--- src/rtl/cdb_arbiter.sv ---
// Common data bus arbiter: buffers ALU and LSB results in per-requester FIFOs and broadcasts one per cycle.
// Define CDB_FIXED_PRIO_EN to make the LSB always win contention; otherwise arbitration is round-robin.
`ifndef ROB_ADD_W
`define ROB_ADD_W 5
`endif
`ifndef REG_DAT_W
`define REG_DAT_W 32
`endif

module cdb_arbiter #(
  parameter int DEPTH = 2
) (
  input  logic                  clk,
  input  logic                  rst,
  input  logic                  en,
  input  logic                  iMp,
  input  logic                  iALU_En,
  input  logic [`ROB_ADD_W-1:0] iALU_Qd,
  input  logic [`REG_DAT_W-1:0] iALU_Vd,
  input  logic [`REG_DAT_W-1:0] iALU_Jt,
  input  logic                  iLSB_En,
  input  logic [`ROB_ADD_W-1:0] iLSB_Qd,
  input  logic [`REG_DAT_W-1:0] iLSB_Vd,
  output logic                  oALU_Rdy,
  output logic                  oLSB_Rdy,
  output logic                  oCDB_En,
  output logic [`ROB_ADD_W-1:0] oCDB_Qd,
  output logic [`REG_DAT_W-1:0] oCDB_Vd,
  output logic [`REG_DAT_W-1:0] oCDB_Jt,
  output logic                  oCDB_Src
);

  localparam int QW = `ROB_ADD_W;
  localparam int DW = `REG_DAT_W;
  localparam int AW = $clog2(DEPTH);
  localparam int CW = AW + 1;

  typedef struct packed {
    logic [QW-1:0] qd;
    logic [DW-1:0] vd;
    logic [DW-1:0] jt;
  } entry_t;

  // Index 0 is the ALU, index 1 is the LSB throughout.
  entry_t        fifo_q  [2][DEPTH];
  logic [AW-1:0] head_q  [2];
  logic [AW-1:0] tail_q  [2];
  logic [CW-1:0] count_q [2];
  entry_t        cdb_q;
  logic          cdbEn_q;
  logic          cdbSrc_q;
`ifndef CDB_FIXED_PRIO_EN
  logic          lastLsb_q;
`endif

  entry_t     inEntry [2];
  entry_t     cand    [2];
  logic [1:0] inEn;
  logic [1:0] rdy;
  logic [1:0] inValid;
  logic [1:0] candValid;
  logic [1:0] grant;
  logic [1:0] push;
  logic [1:0] pop;
  logic       grantLsb;
  logic       anyGrant;

  always_comb begin
    inEntry[0] = {iALU_Qd, iALU_Vd, iALU_Jt};
    inEntry[1] = {iLSB_Qd, iLSB_Vd, {DW{1'b0}}};
    inEn       = {iLSB_En, iALU_En};
    for (int r = 0; r < 2; r++) begin
      rdy[r]       = en && !iMp && (count_q[r] < CW'(DEPTH));
      // Tag 0 means "no dependency" to the ROB, so it is never worth broadcasting.
      inValid[r]   = inEn[r] && rdy[r] && (inEntry[r].qd != '0);
      candValid[r] = (count_q[r] != '0) || inValid[r];
      cand[r]      = (count_q[r] != '0) ? fifo_q[r][head_q[r]] : inEntry[r];
    end
`ifdef CDB_FIXED_PRIO_EN
    grantLsb = candValid[1];
`else
    grantLsb = candValid[1] && (!candValid[0] || !lastLsb_q);
`endif
    anyGrant = candValid[0] || candValid[1];
    grant[0] = candValid[0] && !grantLsb;
    grant[1] = grantLsb;
    for (int r = 0; r < 2; r++) begin
      push[r] = inValid[r] && !(grant[r] && (count_q[r] == '0));
      pop[r]  = grant[r] && (count_q[r] != '0);
    end
  end

  assign oALU_Rdy = rdy[0];
  assign oLSB_Rdy = rdy[1];
  assign oCDB_En  = cdbEn_q;
  assign oCDB_Qd  = cdb_q.qd;
  assign oCDB_Vd  = cdb_q.vd;
  assign oCDB_Jt  = cdb_q.jt;
  assign oCDB_Src = cdbSrc_q;

  // Storage is left unreset; only the pointers and counts decide what is valid.
  always_ff @(posedge clk) begin
    for (int r = 0; r < 2; r++) begin
      if (push[r]) fifo_q[r][tail_q[r]] <= inEntry[r];
    end
  end

  always_ff @(posedge clk or posedge rst) begin
    if (rst) begin
      for (int r = 0; r < 2; r++) begin
        head_q[r]  <= '0;
        tail_q[r]  <= '0;
        count_q[r] <= '0;
      end
      cdbEn_q   <= 1'b0;
      cdb_q     <= '0;
      cdbSrc_q  <= 1'b0;
`ifndef CDB_FIXED_PRIO_EN
      lastLsb_q <= 1'b1;
`endif
    end else if (en) begin
      if (iMp) begin
        for (int r = 0; r < 2; r++) begin
          head_q[r]  <= '0;
          tail_q[r]  <= '0;
          count_q[r] <= '0;
        end
        cdbEn_q   <= 1'b0;
`ifndef CDB_FIXED_PRIO_EN
        lastLsb_q <= 1'b1;
`endif
      end else begin
        for (int r = 0; r < 2; r++) begin
          head_q[r]  <= head_q[r] + AW'(pop[r]);
          tail_q[r]  <= tail_q[r] + AW'(push[r]);
          count_q[r] <= count_q[r] + CW'(push[r]) - CW'(pop[r]);
        end
        cdbEn_q <= anyGrant;
        if (anyGrant) begin
          cdb_q     <= grantLsb ? cand[1] : cand[0];
          cdbSrc_q  <= grantLsb;
`ifndef CDB_FIXED_PRIO_EN
          lastLsb_q <= grantLsb;
`endif
        end
      end
    end
  end

endmodule

--- config.mk ---
export PLATFORM = sky130hd
export DESIGN_NAME = cdb_arbiter
export DESIGN_NICKNAME = d
export VERILOG_FILES = /design/src/rtl/cdb_arbiter.sv
export SDC_FILE = /design/constraint.sdc
export NUM_CORES = 1
export LEC_CHECK = 0
export CAP_MARGIN = 40
export CORE_AREA = 4 4 146 218
export DETAILED_ROUTE_END_ITERATION = 8
export DIE_AREA = 0 0 150 222
export PLACE_DENSITY_LB_ADDON = 0.15
export SYNTH_ARGS = -nofsm -noshare
export SYNTH_HDL_FRONTEND = slang
export SYNTH_SLANG_ARGS = --single-unit
--- constraint.sdc ---
create_clock -name clk -period 3.6 [get_ports clk]
set_input_delay 1.08 -clock clk [delete_from_list [all_inputs] [get_ports clk]]
set_output_delay 1.08 -clock clk [all_outputs]
set_load 0.005 [all_outputs]
==> run metrics <==
result of the run=complete, no violations; maximum number of pins on one net before global-route repair=68; Sinks on Clock Net=292; dominant cells by area after synthesis=edfxtp_1 53%, dfrtp_1 16%, mux2i_1 8.8%; area taken by multi-input logic gates=0.003443 mm^2; Power per Cell Area=734.0 mW/mm^2; DRT antenna net count=0; max_slew headroom=52.14%; dominant cell type by area after synthesis=edfxtp_1; final cell utilization of the core=52.19%; Row Count=78; number of DRC violations after detailed routing=0; clock slew at the register clock pins of the worst setup and hold paths=60 ps; total of warnings raised by yosys=0; DRT Wirelength=29.85 mm; Hold Violations, Final=0; H-tree levels=1; actual slew at the worst max-slew pin=717.9 ps; vias post-DR=7771; wire length of the first global-routing pass=46.06 mm; routed length per instance=19.80 um; Initial Utilization=40.21%; HPWL after DPL=19.30 mm; number of top-level pins=185; detailed-router iteration count before antenna repair=4; number of buffers created by CTS=29; mean cell area of the mapped netlist=13.72 um^2; max-slew violation total from the final report=0; width of the die=150 um; footprint of the flip-flops and latches=0.008374 mm^2; fraction of the yosys area taken by sequential cells=69.24%; overall die area=0.03330 mm^2; leakage power total=5.569 nW; Synth Instances=881; antenna fix cells=0; Worst Setup Slack post-DPL=-492.7 ps; setup slack of the critical path after layout=126.9 ps; Avg Vias per Cell=5.153; number of global-route vias before repair=8066; Starting DRT DRC Count=409; min cycle time layout=3473 ps; antenna violations before repair=2; async set or reset register ratio after synthesis=27.40%; netlist area before placement=0.01209 mm^2; Post-CTS Setup Bufs=0; RSZ-0062 raised after global routing=false; area fraction of the dominant cell type after synthesis=52.67%; Root Buffer=clkbuf_16; Chip Height=222 um; final setup fails=0; cell with the most instances after synthesis=edfxtp_1; register-to-register setup slack=890 ps; buffer depth of the longest clock path=3; CP Capture Type=register; Post-synth top cells=212 x edfxtp_1, 106 x mux2i_1, 79 x dfrtp_1, 78 x o21ai_0, 72 x nand2_1; GPL Wtd Cong=0.8058; Tcrit/Tclk final=96.48%; Syn-to-layout area delta=29.79%; synthesis-stage register bit count=292; worst-case clock skew=19.53 ps; critical path arrival=3910 ps; fraction of layout instances using a drive strength above 1=10.38%; count of cell types in the netlist=43; Tot GR Track Use=17.72%; crit path max fanout=4; dominant synthesized flop cell=edfxtp_1; required time of the critical path=4040 ps; max-cap check violation count=0; global-route congestion overflow total=0; nature of the critical path startpoint=primary input; Floorplan Core Area=0.03006 mm^2; number of flops mapped to enable cells by yosys=212; classification of the worst setup path=primary input to register; net count after synthesis=1001; Fill cells=2706; worst skew pair latency=560 ps; I/O Buffers=184; maximum operating frequency=287.9 MHz; aggregate negative setup slack=0 ps; peak ir drop on the vdd network=0.0006560 V; clock tree from TritonCTS=yes; type of the tightest min-delay check=register to register; net count reported at finish=1205
[power breakdown]
part           internal, mW  switching (mW)  total (mW)
clock network          1.72            1.24        2.96
registers              4.12           0.397        4.52
logic                  1.98            2.06        4.04
[worst max-delay path: stages]
cell	delay (ps)
clkdlybuf4s50_1	470
or3_4	420
or4_4	430
and3_4	200
a2111oi_4	320
inv_2	50
ha_1	270
inv_1	40
ha_1	170
xor2_1	200
o21ai_1	80
a22o_1	170
[flip-flops by register name, indices dropped and copies added, names as in the netlist, 2 cells and up]
name,count
oCDB_Jt,32
tail_q,2
count_q,4
head_q,2
fifo_q,212
oCDB_Vd,32
oCDB_Qd,5
[stage by stage]
stage	area [um^2]	total power [mW]	instances	hold WS, ps
after floorplan	12110	6.962	881	473.3
after global placement	14740	8.615	1453	467.3
after detailed placement	14760	8.682	1454	469.5
after CTS	15690	11.66	1508	484.0
after global routing	15690	12.19	1508	515.0
final	15690	11.52	1508	478.0
[kinds of logic (layout without fill, tap and decap cells)]
kind of cell	Yosys count	count (layout)	synth area share (%)
xor gates and xnor gates	2	2	0.1449
DFF	292	292	69.24
adders and majority gates	8	8	0.8281
muxes	106	106	8.778
and+or+nand+nor	159	159	5.445
AOI/OAI and AO/OA	240	240	12.51
buffers and inverters	74	301	3.053
[final timing paths]
kind | from | end | cells past startpoint
hold / removal | oCDB_Jt[3] | oCDB_Jt[3] | 2
hold reg to reg | oCDB_Jt[3] | oCDB_Jt[3] | 2
max in group asynchronous | rst | lastLsb_q | 3
setup reg to reg | count_q[1] | count_q[1] | 10
setup / recovery | iLSB_Qd[0] | count_q[1] | 12
min in group asynchronous | rst | oCDB_Jt[25] | 2
[routing by layer]
layer	vias to the layer above	global-route usage (%)	part of all wire [%]
met5	-	0	0.070
met2	178	32.26	53
met4	4	5.790	2.4
met1	3842	20.92	39
li1	3702	-	-
met3	45	3.149	5.1
[cell usage in the layout (no fill, tap or decap), types with 4 or more instances in the layout]
cell	instances
buf_12	14
o22a_1	37
mux2i_1	106
dfrtp_1	77
ha_1	4
inv_1	12
nor2_1	69
edfxtp_1	212
o21ai_0	76
clkbuf_1	12
o22ai_1	4
nand2_1	72
a22oi_1	34
clkdlybuf4s50_1	181
buf_4	35
clkbuf_8	4
o21ai_1	5
a21oi_1	68
clkbuf_16	29
[what timing repair did]
action | in CTS | in global routing
gates cloned | 0 | 0
resized for setup | 2 | 1
endpoints found under the setup margin | 2 | 1
hold buffers | 0 | 0
[final cells by class]
class	count	area share [%]
sequential	292	53.38
multi-input combinational	515	21.95
timing repair buffer	233	15.20
clock buffer	45	5.264
tap	400	3.190
clock inverter	9	0.6699
inverter	14	0.3509
(Power assumes the default switching activity.)
